**config.mk**
```make
export PLATFORM = sky130hd
export DESIGN_NAME = game_input_arbiter_flat
export DESIGN_NICKNAME = d
export VERILOG_FILES = /design/src/rtl/game_input_arbiter_if.sv /design/src/rtl/game_input_arbiter.sv /design/src/flat_wrapper.sv
export SDC_FILE = /design/constraint.sdc
export NUM_CORES = 1
export LEC_CHECK = 0
export BUFFER_PORTS_ARGS = -buffer_cell sky130_fd_sc_hd__buf_2
export CELL_PAD_IN_SITES_DETAIL_PLACEMENT = 0
export CELL_PAD_IN_SITES_GLOBAL_PLACEMENT = 1
export CORE_MARGIN = 2
export CORE_UTILIZATION = 26
export CTS_BUF_LIST = sky130_fd_sc_hd__clkbuf_4 sky130_fd_sc_hd__clkbuf_8
export DETAILED_ROUTE_END_ITERATION = 10
export PLACE_DENSITY = 0.51
export SYNTH_ARGS = -nofsm -noshare
export SYNTH_HDL_FRONTEND = slang
export SYNTH_SLANG_ARGS = --single-unit
```
**constraint.sdc**
```tcl
create_clock -name clk -period 3.26 [get_ports clk]
set_input_delay 0.326 -clock clk [delete_from_list [all_inputs] [get_ports clk]]
set_output_delay 0.326 -clock clk [all_outputs]
set_load 0.05 [all_outputs]
```
**src/rtl/game_input_arbiter_if.sv**
```systemverilog
// Bundle between the input decoders / game_core and the input arbiter.
interface game_input_arbiter_if;
   logic       left;
   logic       right;
   logic       retract;
   logic       retry;
   logic [7:0] key;
   logic       key_valid;
   logic [5:0] cursor;
   logic       click;
   logic       game_area;
   logic [5:0] man;
   logic       win;
   logic       lose;
   logic       mv_go;
   logic [1:0] mv_dir;
   logic       retract_go;
   logic       retry_go;
   logic       stage_prev_go;
   logic       stage_next_go;
   logic [2:0] pending;
   logic       dropped;

   // Source side: drives requests and game status, observes commands.
   modport master (
      output left, right, retract, retry, key, key_valid, cursor, click, game_area,
             man, win, lose,
      input  mv_go, mv_dir, retract_go, retry_go, stage_prev_go, stage_next_go,
             pending, dropped
   );

   // Arbiter side.
   modport slave (
      input  left, right, retract, retry, key, key_valid, cursor, click, game_area,
             man, win, lose,
      output mv_go, mv_dir, retract_go, retry_go, stage_prev_go, stage_next_go,
             pending, dropped
   );
endinterface

```
**src/rtl/game_input_arbiter.sv**
```systemverilog
// Player input arbiter: edge-detects buttons, keyboard codes and board clicks,
// prioritises and gates them, queues them in a 4-entry FIFO and issues one
// single-cycle command at a time with a HOLDOFF-cycle pause between commands.
module game_input_arbiter #(
   parameter int unsigned HOLDOFF   = 8,
   parameter logic [7:0]  KEY_UP    = 8'h75,
   parameter logic [7:0]  KEY_DOWN  = 8'h72,
   parameter logic [7:0]  KEY_LEFT  = 8'h6B,
   parameter logic [7:0]  KEY_RIGHT = 8'h74,
   parameter logic [7:0]  KEY_UNDO  = 8'h3C,
   parameter logic [7:0]  KEY_RETRY = 8'h2D
) (
   input logic                 clk,
   input logic                 reset,
   game_input_arbiter_if.slave bus
);

   typedef enum logic [2:0] {
      CMD_UP, CMD_DOWN, CMD_LEFT, CMD_RIGHT, CMD_RETRACT, CMD_RETRY, CMD_PREV, CMD_NEXT
   } cmd_t;

   typedef enum logic [1:0] {S_IDLE, S_ISSUE, S_HOLD} state_t;

   localparam logic [7:0] HOLD_INIT = 8'(HOLDOFF - 1);

   logic       left_q, right_q, retract_q, retry_q, click_q;
   logic       rise_left, rise_right, rise_retract, rise_retry, rise_click;
   logic       key_hit;
   cmd_t       key_cmd;
   logic       adj_hit;
   cmd_t       adj_cmd;
   logic [3:0] c_row, c_col, m_row, m_col;
   logic [5:0] cand;
   logic       multi, win_valid, is_move, flush, push, drop_d;
   cmd_t       win_cmd;
   cmd_t       fifo_q [4];
   cmd_t       head;
   logic [1:0] rd_ptr_q, rd_ptr_d, wr_idx;
   logic [2:0] count_q, count_d;
   state_t     state_q, state_d;
   logic [7:0] cnt_q, cnt_d;
   logic       pop;
   cmd_t       cmd_q;
   logic [1:0] mv_dir_q;
   logic       dropped_q;

   assign rise_left    = bus.left    & ~left_q;
   assign rise_right   = bus.right   & ~right_q;
   assign rise_retract = bus.retract & ~retract_q;
   assign rise_retry   = bus.retry   & ~retry_q;
   assign rise_click   = bus.click   & ~click_q;

   // One extra bit so that row/column 0 minus one cannot wrap onto row/column 7.
   assign c_row = {1'b0, bus.cursor[5:3]};
   assign c_col = {1'b0, bus.cursor[2:0]};
   assign m_row = {1'b0, bus.man[5:3]};
   assign m_col = {1'b0, bus.man[2:0]};

   // Keyboard code match; unknown codes are simply not requests.
   always_comb begin
      key_hit = bus.key_valid;
      key_cmd = CMD_UP;
      case (bus.key)
         KEY_UP:    key_cmd = CMD_UP;
         KEY_DOWN:  key_cmd = CMD_DOWN;
         KEY_LEFT:  key_cmd = CMD_LEFT;
         KEY_RIGHT: key_cmd = CMD_RIGHT;
         KEY_UNDO:  key_cmd = CMD_RETRACT;
         KEY_RETRY: key_cmd = CMD_RETRY;
         default:   key_hit = 1'b0;
      endcase
   end

   // Mouse click: valid only inside the board and 4-adjacent to the man.
   always_comb begin
      adj_hit = 1'b0;
      adj_cmd = CMD_UP;
      if (c_col == m_col && c_row + 4'd1 == m_row) begin
         adj_hit = 1'b1;
         adj_cmd = CMD_UP;
      end else if (c_col == m_col && c_row == m_row + 4'd1) begin
         adj_hit = 1'b1;
         adj_cmd = CMD_DOWN;
      end else if (c_row == m_row && c_col + 4'd1 == m_col) begin
         adj_hit = 1'b1;
         adj_cmd = CMD_LEFT;
      end else if (c_row == m_row && c_col == m_col + 4'd1) begin
         adj_hit = 1'b1;
         adj_cmd = CMD_RIGHT;
      end
      adj_hit = adj_hit & bus.game_area;
   end

   // Pick one winner, gate it by game status and FIFO space, flag every discard.
   always_comb begin
      cand      = {rise_retry, rise_retract, rise_right, rise_left, key_hit, rise_click & adj_hit};
      multi     = (cand & (cand - 6'd1)) != '0;
      win_valid = cand != '0;
      win_cmd   = adj_cmd;
      if (rise_retry)        win_cmd = CMD_RETRY;
      else if (rise_retract) win_cmd = CMD_RETRACT;
      else if (rise_right)   win_cmd = CMD_NEXT;
      else if (rise_left)    win_cmd = CMD_PREV;
      else if (key_hit)      win_cmd = key_cmd;
      is_move = win_valid & ~win_cmd[2];
      flush   = win_valid & (win_cmd == CMD_RETRY || win_cmd == CMD_PREV || win_cmd == CMD_NEXT);
      push    = win_valid & ~(is_move & (bus.win | bus.lose)) & (flush | (count_q != 3'd4));
      drop_d  = (rise_click & ~adj_hit) | multi | (win_valid & ~push);
   end

   // FIFO pointer/occupancy update; a flush restarts the queue with only the new entry.
   always_comb begin
      rd_ptr_d = rd_ptr_q + {1'b0, pop};
      count_d  = count_q + {2'b0, push} - {2'b0, pop};
      wr_idx   = rd_ptr_q + count_q[1:0];
      if (flush) begin
         rd_ptr_d = '0;
         count_d  = 3'd1;
         wr_idx   = '0;
      end
   end

   assign head = fifo_q[rd_ptr_q];

   // Edge registers, FIFO control, command register, last move direction, drop pulse.
   always_ff @(posedge clk or negedge reset) begin
      if (!reset) begin
         left_q    <= 1'b0;
         right_q   <= 1'b0;
         retract_q <= 1'b0;
         retry_q   <= 1'b0;
         click_q   <= 1'b0;
         rd_ptr_q  <= '0;
         count_q   <= '0;
         cmd_q     <= CMD_UP;
         mv_dir_q  <= '0;
         dropped_q <= 1'b0;
      end else begin
         left_q    <= bus.left;
         right_q   <= bus.right;
         retract_q <= bus.retract;
         retry_q   <= bus.retry;
         click_q   <= bus.click;
         rd_ptr_q  <= rd_ptr_d;
         count_q   <= count_d;
         dropped_q <= drop_d;
         if (pop) begin
            cmd_q <= head;
            if (!head[2]) mv_dir_q <= head[1:0];
         end
      end
   end

   // FIFO storage; occupancy qualifies every read, so no reset is needed.
   always_ff @(posedge clk) begin
      if (push) fifo_q[wr_idx] <= win_cmd;
   end

   // Issue FSM state and hold-off counter.
   always_ff @(posedge clk or negedge reset) begin
      if (!reset) begin
         state_q <= S_IDLE;
         cnt_q   <= '0;
      end else begin
         state_q <= state_d;
         cnt_q   <= cnt_d;
      end
   end

   // Issue FSM next state: pop when idle, one issue cycle, then count down the hold-off.
   always_comb begin
      state_d = state_q;
      cnt_d   = cnt_q;
      pop     = 1'b0;
      case (state_q)
         S_IDLE: begin
            if (count_q != '0) begin
               pop     = 1'b1;
               state_d = S_ISSUE;
            end
         end
         S_ISSUE: begin
            state_d = S_HOLD;
            cnt_d   = HOLD_INIT;
         end
         S_HOLD: begin
            if (cnt_q == '0) state_d = S_IDLE;
            else             cnt_d   = cnt_q - 8'd1;
         end
         default: state_d = S_IDLE;
      endcase
   end

   // Issue FSM outputs: decode the command register during the issue cycle.
   always_comb begin
      bus.mv_go         = 1'b0;
      bus.retract_go    = 1'b0;
      bus.retry_go      = 1'b0;
      bus.stage_prev_go = 1'b0;
      bus.stage_next_go = 1'b0;
      if (state_q == S_ISSUE) begin
         case (cmd_q)
            CMD_RETRACT: bus.retract_go    = 1'b1;
            CMD_RETRY:   bus.retry_go      = 1'b1;
            CMD_PREV:    bus.stage_prev_go = 1'b1;
            CMD_NEXT:    bus.stage_next_go = 1'b1;
            default:     bus.mv_go         = 1'b1;
         endcase
      end
   end

   assign bus.mv_dir  = mv_dir_q;
   assign bus.pending = count_q;
   assign bus.dropped = dropped_q;

endmodule
```
**src/flat_wrapper.sv**
```systemverilog
// flat-port wrapper written by rule: the top's interface ports become plain ports
module game_input_arbiter_flat 
#(
   parameter int unsigned HOLDOFF   = 8,
   parameter logic [7:0]  KEY_UP    = 8'h75,
   parameter logic [7:0]  KEY_DOWN  = 8'h72,
   parameter logic [7:0]  KEY_LEFT  = 8'h6B,
   parameter logic [7:0]  KEY_RIGHT = 8'h74,
   parameter logic [7:0]  KEY_UNDO  = 8'h3C,
   parameter logic [7:0]  KEY_RETRY = 8'h2D
)
  (clk, reset, bus_left, bus_right, bus_retract, bus_retry, bus_key, bus_key_valid, bus_cursor, bus_click, bus_game_area, bus_man, bus_win, bus_lose, bus_mv_go, bus_mv_dir, bus_retract_go, bus_retry_go, bus_stage_prev_go, bus_stage_next_go, bus_pending, bus_dropped);
  game_input_arbiter_if bus_i ();
  input logic clk;
  input logic reset;
  input wire logic [$bits(bus_i.left)-1:0] bus_left;
  input wire logic [$bits(bus_i.right)-1:0] bus_right;
  input wire logic [$bits(bus_i.retract)-1:0] bus_retract;
  input wire logic [$bits(bus_i.retry)-1:0] bus_retry;
  input wire logic [$bits(bus_i.key)-1:0] bus_key;
  input wire logic [$bits(bus_i.key_valid)-1:0] bus_key_valid;
  input wire logic [$bits(bus_i.cursor)-1:0] bus_cursor;
  input wire logic [$bits(bus_i.click)-1:0] bus_click;
  input wire logic [$bits(bus_i.game_area)-1:0] bus_game_area;
  input wire logic [$bits(bus_i.man)-1:0] bus_man;
  input wire logic [$bits(bus_i.win)-1:0] bus_win;
  input wire logic [$bits(bus_i.lose)-1:0] bus_lose;
  output wire logic [$bits(bus_i.mv_go)-1:0] bus_mv_go;
  output wire logic [$bits(bus_i.mv_dir)-1:0] bus_mv_dir;
  output wire logic [$bits(bus_i.retract_go)-1:0] bus_retract_go;
  output wire logic [$bits(bus_i.retry_go)-1:0] bus_retry_go;
  output wire logic [$bits(bus_i.stage_prev_go)-1:0] bus_stage_prev_go;
  output wire logic [$bits(bus_i.stage_next_go)-1:0] bus_stage_next_go;
  output wire logic [$bits(bus_i.pending)-1:0] bus_pending;
  output wire logic [$bits(bus_i.dropped)-1:0] bus_dropped;
  assign bus_i.left = bus_left;
  assign bus_i.right = bus_right;
  assign bus_i.retract = bus_retract;
  assign bus_i.retry = bus_retry;
  assign bus_i.key = bus_key;
  assign bus_i.key_valid = bus_key_valid;
  assign bus_i.cursor = bus_cursor;
  assign bus_i.click = bus_click;
  assign bus_i.game_area = bus_game_area;
  assign bus_i.man = bus_man;
  assign bus_i.win = bus_win;
  assign bus_i.lose = bus_lose;
  assign bus_mv_go = bus_i.mv_go;
  assign bus_mv_dir = bus_i.mv_dir;
  assign bus_retract_go = bus_i.retract_go;
  assign bus_retry_go = bus_i.retry_go;
  assign bus_stage_prev_go = bus_i.stage_prev_go;
  assign bus_stage_next_go = bus_i.stage_next_go;
  assign bus_pending = bus_i.pending;
  assign bus_dropped = bus_i.dropped;
  game_input_arbiter #(.HOLDOFF(HOLDOFF), .KEY_UP(KEY_UP), .KEY_DOWN(KEY_DOWN), .KEY_LEFT(KEY_LEFT), .KEY_RIGHT(KEY_RIGHT), .KEY_UNDO(KEY_UNDO), .KEY_RETRY(KEY_RETRY)) u_core (.clk(clk), .reset(reset), .bus(bus_i));
endmodule
```
# Word level (Yosys, flattened, before mapping)
# Memory sizes are Yosys's and may differ from the RTL's.
# Cells that the tools add are included.
# word_totals
reg_bits	26
latch_bits	0
ramBits	12
romBits	0
in_bits	31
output_inout_bits	11
n_memories	1
# memory_table
memory	depth	word_bits	read_ports	rd_clocked_by_memory_dff	wr	line	source
u_core.fifo_q	4	3	1	0	1	game_input_arbiter.sv:36	cmd_t fifo_q [4];
# classes
addsub	10
n_mul	0
n_div	0
order_cmp	0
eq_ne	25
shift	0
muxes	37
n_bitwise	29
n_reduce_logical	17
# op_table
op	count
8-bit by 7-bit equality test with 1-bit output, second input constant	4
3-bit 2-to-1 mux	9
3-bit equality test, second input constant	7
1-bit 2-to-1 mux	19
3-bit by 1-bit adder with 4-bit output, second input constant	4
8-bit by 6-bit equality test with 1-bit output, second input constant	2
8-bit case mux with 2 select lines	1
3-bit case mux with 5 select lines	1
1-bit bitwise AND	14
6-bit nonzero test	2
2-bit 2-to-1 mux	5
1-bit inverter	10
3-bit by 4-bit equality test with 1-bit output	2
4-bit by 3-bit equality test with 1-bit output	2
8-bit zero test	1
8-bit 2-to-1 mux	1
8-bit by 1-bit subtractor with 8-bit output, second input constant	1
6-bit bitwise AND	1
3-bit equality test	2
2-bit case mux with 3 select lines	1
2-bit AND reduction	3
6-bit OR reduction	1
6-bit by 1-bit subtractor with 6-bit output, second input constant	1
1-bit logical AND	4
other kinds (15)	20

# Logic depth before layout (Yosys ltp)
# Gate-level depths: netlist (run 1).
# depth
ltp_word	21
mapped_depth	15
ltp_nobuf	15

# Worst setup path after synthesis (run 1)
# No wires, ideal clock.
# synth_path
path_kind	input to register
startpoint	input port bus_cursor[3]
endpoint	register u_core.count_q[2], in the netlist u_core.bus.pending[2]
setup_ns	0.135
arrival_time_ns	2.720
t_required_ns	3.125
slack_ns	0.405
stages	15
path_buffers	0
cell_sequence	ha_1 > xor2_1 > a31oi_1 > o21ai_0 > a21bo_1 > a31oi_1 > a21oi_1 > a311o_1 > inv_1 > ha_1 > inv_1 > fa_1 > xor2_1 > xnor2_1 > nor2_1
# synth_between
elab_chain_len	20
# synth_rtl
item	line	source
from (decl)	flat_wrapper.sv:22	input wire logic [$bits(bus_i.cursor)-1:0] bus_cursor;
branches (longest 19 deep; another with 3-bit by 1-bit adder with 4-bit output)	--	
3-bit 2-to-1 mux (*)	game_input_arbiter.sv:116	if (flush) begin
net u_core.count_d[2]	game_input_arbiter.sv:39	logic [2:0] count_q, count_d;
to (signal assigned)	game_input_arbiter.sv:145	count_q <= count_d;
to (decl)	game_input_arbiter.sv:39	
# Mark *: on every way through the listed nets, which the timed path passes.
# A chain may end at the register's enable or synchronous reset.

# Worst setup path after layout (run 1)
# layout_path
startpoint	input port bus_man[3]
endpoint	register u_core.count_q[2], in the netlist u_core.bus.pending[2]
# layout_between
elab_chain_len	20
# layout_rtl
item	line	source
from (decl)	flat_wrapper.sv:25	input wire logic [$bits(bus_i.man)-1:0] bus_man;
branches (longest 19 deep; another with 3-bit by 1-bit adder with 4-bit output)	--	
3-bit 2-to-1 mux (*)	game_input_arbiter.sv:116	
net u_core.count_d[2]	game_input_arbiter.sv:39	
# Marked as above.

==> results.toml, run 1 <==
[clock_network]
clock_path_buffers = 2
cts_sinks = 38
postCtsSetupRepairBufs = 0
cts_max_level = 2
clkLatencyLatePin_ps = 290
numCtsBuffers = 5
cts_root_buffer = "clkbuf_8"
clkTransAtPathRegs_ps = 80
cts_tree = "built"
ctsHoldBuffers = 0
cts_resized = 0

[finish]
antenna_cells = 0
drive_gt1_share_pct = 26.5
final_net_count = 313
syn_to_final_growth_pct = 21.6

[worst_setup_path]
crit_chain = "buf_2 > ha_1 > xor2_1 > a31oi_1 > o21ai_0 > a21bo_1 > a31oi_1 > a21oi_1 > a311o_1 > inv_1 > ha_1 > inv_1 > fa_1 > xor2_1 > xnor2_1 > nor2_1"
critPathLaunchType = "input port"
cp-end-kind = "flop"
crit_arrival_ps = 2970
rr_endpoint = "u_core.bus.pending[2]"
rr_worst_depth = 13
rrSetupSlack_ps = 580
critPathBufInv = 3
crit_path_top_delay_cell = "fa_1"
worstSetupPathType = "input port to flop"
r2r-start = "u_core.right_q"
cp_top_family = "compound AO/OA/AOI/OAI gates"
slowest_delay_ps = 370
cp_max_fo = 3
required_ps = 3420

[route]
first_pass_iters = 4
ant_nets = 0
drt_iter0_drc = 54
dr_total_vias = 1785
vias_per_cell = 4.70
drc = 0
routed_wl_um = 4930
wl_per_cell_um = 13.0

[placement]
portBuffers = 41
dp_hpwl_um = 3940
gp_congestion = 0.801

[power]
switching_power_mw = 0.803
p_comb_share_pct = 40.5
max-vdd-ir-drop_uv = 216
power_density_nw_per_um2 = 739
report.power.total_mw = 2.10
leakage_nw = 1.21
power_frac_clock_pct = 22.9
p_int_mw = 1.29
p_seq_share_pct = 36.5
swShare_pct = 38.3

[sta]
fin_crit_ps = 2810
period_share_pct = 86.1
fmax_ghz = 0.356
setup_viol = 0
fin_worst_skew_ps = 2.69
hold_ws_ps = 32.9
slew-limit-headroom_pct = 55.0
tns_ps = 0
timing.final.hold_violations = 0
rsz0062_at_grt = "false"
worst_pin_slew_ps = 666
slew_viol_final = 0

[logic_synthesis]
yosys.area.top_type_share_pct = 27.9
syn_inst = 220
synthTopCellsByArea = "dfrtp_1 (28%), edfxtp_1 (15%), ha_1 (5.4%), xor2_1 (3.8%), nand2_1 (3.2%)"
synth_area_leader_cell = "dfrtp_1"
synthFlopType = "dfrtp_1"
synth_edf_count = 12
async_flop_share_pct = 68.4
yosysSeqAreaShare_pct = 43.3
ys_ff_latch = 38
syn-num-nets = 262
synth_cell_type_count = 58
syn_avg_cell_area_um2 = 10.6
netlist_area_um2 = 2330
synth_warnings = 0

[min_path]
hold_path_class = "input port to async pin"

[die]
die_w_um = 98.7
die-area_um2 = 9740
coreArea_um2 = 8720
die_h_um = 98.7
rows = 34
ios = 42
start_util_pct = 26.7

[status]
status = "complete, no violations"

[global_routing]
grt_overflow = 0
grt_use_met3_pct = 1.84
grt.total_usage_pct = 11.0
grt_max_degree = 27
grt_pass1_wl_um = 8730
met1_usage_pct = 13.9
use_met2_pct = 18.7
grt_pass1_vias = 1874
busiest_layer = "met2"
antenna_found_initial = 0

[run]
max_cap_violations = 0
-- cell usage in the layout (no fill, tap or decap), types with 3 or more instances in the layout --
cell,instances
a31oi_1,4
ha_1,10
inv_1,12
nand2_1,20
clkbuf_8,5
xor2_1,10
buf_2,41
o21ai_0,8
nor2_1,18
nor3_1,11
dfrtp_1,26
nor2b_1,7
buf_4,4
nand2b_1,3
xnor2_1,6
o32ai_1,3
mux4_2,3
nor4_1,3
edfxtp_1,12
nand3_1,7
mux2_2,4
a21oi_1,7
-- power by group through the flow --
stage | logic (mW) | registers [mW] | clock network, mW
3_5_place_dp | 0.863 | 0.781 | 0
3_3_place_gp | 0.867 | 0.780 | 0
2_1_floorplan | 0.559 | 0.854 | 0
4_1_cts | 0.867 | 0.772 | 0.495
5_1_grt | 0.956 | 0.793 | 0.521
6_report | 0.850 | 0.766 | 0.481
-- worst max path at each step --
stage	startpoint	to	cells after the start
after floorplan	bus_cursor[3]	u_core.bus.pending[2]	15
after global placement	bus_man[3]	u_core.bus.pending[2]	16
after detailed placement	bus_man[3]	u_core.bus.pending[2]	16
after CTS	bus_man[3]	u_core.bus.pending[2]	16
after global routing	bus_cursor[3]	u_core.bus.pending[2]	16
final	bus_man[3]	u_core.bus.pending[2]	16
-- Yosys cell counts, types with 2 or more instances --
| cell type | instances |
|---|---|
| or2_1 | 2 |
| and2b_1 | 2 |
| mux4_2 | 3 |
| xor2_1 | 10 |
| and3_1 | 2 |
| o21ai_0 | 8 |
| nand2_1 | 20 |
| o32ai_1 | 3 |
| xnor2_1 | 6 |
| edfxtp_1 | 12 |
| inv_1 | 12 |
| a41oi_1 | 2 |
| a21oi_1 | 7 |
| nand3_1 | 7 |
| o211a_1 | 2 |
| ha_1 | 10 |
| a31oi_1 | 4 |
| nor2_1 | 18 |
| nor4_1 | 3 |
| nand2b_1 | 3 |
| nor2b_1 | 7 |
| nor3_1 | 11 |
| mux2_2 | 4 |
| nor3b_1 | 2 |
| and2_1 | 2 |
| dfrtp_1 | 26 |
-- metrics by stage --
step | util, % | setup slack [ps] | instance area [um2] | cells
floorplan | - | 405 | 2330 | 220
global placement | 30.9 | 169 | 2700 | 372
detailed placement | 30.9 | 136 | 2700 | 372
CTS | 32.5 | 444 | 2840 | 380
global route | 32.5 | 170 | 2840 | 380
finish | 32.5 | 452 | 2840 | 380
-- routing by layer --
metal	up-vias	routed length (um)
met3	5	145
li1	919	-
met1	831	2380
met4	0	82
met5	-	0
met2	30	2320
-- kinds of logic after synthesis --
family,share of synthesized area (%)
and+or+nand+nor,21.4
AOI/OAI and AO/OA,15.2
DFF,43.3
xor gates and xnor gates,6.01
buffers and inverters,2.09
adders and majority gates,6.65
muxes,5.26
-- flip-flops by register name, indices dropped and copies added (netlist names), 2 cells and up --
name,cells
u_core.cmd_q,3
u_core.rd_ptr_q,2
u_core.fifo_q,12
u_core.state_q,2
u_core.bus.mv_dir,2
u_core.bus.pending,3
u_core.cnt_q,8
-- final cells by class --
cell class              instances  area, um2
clock buffers                   5       68.8
clock inverters                 3       68.8
well taps                     108        135
inverters                      12       45.0
flip-flops and latches         38       1010
repair buffers                 45        235
fillers                       900       5880
multi-input cells             169       1270
(Power assumes the default switching activity.)
==> run 2: changes to the inputs <==
--- a/config.mk
+++ b/config.mk
@@ -8,6 +8,7 @@
 export BUFFER_PORTS_ARGS = -buffer_cell sky130_fd_sc_hd__buf_2
 export CELL_PAD_IN_SITES_DETAIL_PLACEMENT = 0
 export CELL_PAD_IN_SITES_GLOBAL_PLACEMENT = 1
+export CORE_ASPECT_RATIO = 0.75
 export CORE_MARGIN = 2
 export CORE_UTILIZATION = 26
 export CTS_BUF_LIST = sky130_fd_sc_hd__clkbuf_4 sky130_fd_sc_hd__clkbuf_8
==> results.toml, run 2 (synthesis results as in run 1) <==
[route]
routed_wl_um = 5130
ant_nets = 0
dr_total_vias = 1807
drt_iter0_drc = 76
drc = 0
first_pass_iters = 4
wl_per_cell_um = 13.4
vias_per_cell = 4.71

[finish]
reg_top3 = "u_core.fifo_q (12), u_core.cnt_q (8)"
layout_common_cells = "buf_2 (41), dfrtp_1 (26), nand2_1 (20)"
final_net_count = 317
syn_to_final_growth_pct = 21.1
largest_reg_flops = 12
drive_gt1_share_pct = 27.5
antenna_cells = 0
layout_commonest_cell = "buf_2"
regMostFlops = "u_core.fifo_q"

[sta]
rsz0062_at_grt = "false"
tns_ps = 0
period_share_pct = 89.3
fin_worst_skew_ps = 6.61
setup_viol = 0
fin_crit_ps = 2910
finalWorstSetupSlack_ps = 350
slew-limit-headroom_pct = 45.6
slew_viol_final = 0
worst_pin_slew_ps = 809
fmax_ghz = 0.344
timing.final.hold_violations = 0

[die]
start_util_pct = 27.1
die-area_um2 = 9750
ios = 42
coreArea_um2 = 8600
die_h_um = 86.0
rows = 29
die_w_um = 113

[power]
leakage_nw = 1.20
max-vdd-ir-drop_uv = 302
power_density_nw_per_um2 = 701

[clock_network]
clkTransAtPathRegs_ps = 80
cts_root_buffer = "clkbuf_8"
cts_tree = "built"
numCtsBuffers = 5
ctsHoldBuffers = 0
cts_sinks = 38
cts_max_level = 2
postCtsSetupRepairBufs = 0
cts_resized = 0
clkLatencyLatePin_ps = 280
clock_path_buffers = 2

[placement]
gp_congestion = 0.725
portBuffers = 41
dp_hpwl_um = 4110
pre_cts_ws_ps = 1.34

[global_routing]
grt_pass1_vias = 1727
grt_pass1_wl_um = 8730
antenna_found_initial = 0
grt_overflow = 0
grt.total_usage_pct = 11.2
grt_max_degree = 27

[worst_setup_path]
crit_arrival_ps = 3060
crit_path_start = "bus_cursor[3]"
r2r-start = "u_core.left_q"
cp_max_fo = 3
critPathLaunchType = "input port"
cp-end-kind = "flop"
required_ps = 3410
worstSetupPathType = "input port to flop"

[min_path]
hold_path_class = "input port to async pin"

[run]
max_cap_violations = 0

[status]
status = "complete, no violations"
run 2: cell count changes in the layout (fill, tap and decap cells not counted):
cell,change
buf_4,+4
bufinv_16,-2
clkbuf_8,+1
clkinv_2,+1
clkinv_4,-1
clkinvlp_4,+1
run 2: layout make-up:
type,instances,area [um2]
timing repair buffer,49,265
multi-input combinational,169,1270
inverter,12,45.0
clock inverter,2,12.5
clock buffer,6,82.6
fill,893,5780
sequential,38,1010
tap,108,135
run 2: through the flow:
| stage | power (mW) | std cells | util (%) | cell area, um2 | hold WS [ps] |
|---|---|---|---|---|---|
| after CTS | 2.02 | 384 | 32.8 | 2820 | 65.7 |
| after global placement | 1.67 | 376 | 31.7 | 2730 | 386 |
| after floorplan | 1.41 | 220 | - | 2330 | 30.4 |
| after global routing | 2.15 | 384 | 32.8 | 2820 | 86.7 |
| final | 1.98 | 384 | 32.8 | 2820 | 43.7 |
| after detailed placement | 1.67 | 376 | 31.7 | 2730 | 387 |
run 2: final timing paths:
path | to | slack, ps | depth (start not counted)
worst min-delay path | u_core.cmd_q[0] | 40 | 1
max in group asynchronous | u_core.right_q | 2810 | 1
worst max-delay path | u_core.bus.pending[2] | 350 | 16
min in group clk | u_core.right_q | 160 | 1
worst max register to register | u_core.bus.pending[2] | 490 | 13
worst min register to register | u_core.cnt_q[6] | 490 | 1
run 2: critical path: stages:
cell and delay [ps]:
buf_2 120, ha_1 310, xor2_1 150, a31oi_1 200
o21ai_0 130, a21bo_1 210, a31oi_1 250, a21oi_1 110
a311o_1 290, inv_1 60, ha_1 130, inv_1 50
fa_1 370, xor2_1 180, xnor2_1 140, nor2_1 50
run 2: metal layers:
| layer | up-vias | GRT usage (%) | routed length, um |
|---|---|---|---|
| met5 | - | 0 | 0 |
| li1 | 928 | - | - |
| met1 | 852 | 17.9 | 3000 |
| met2 | 25 | 14.8 | 1920 |
| met3 | 2 | 2.97 | 198 |
| met4 | 0 | 2.33 | 17 |
run 2: power breakdown:
part           internal, mW  switching, mW
Clock                 0.170          0.165
Sequential            0.643          0.126
Combinational         0.356          0.521
Total                  1.17          0.811
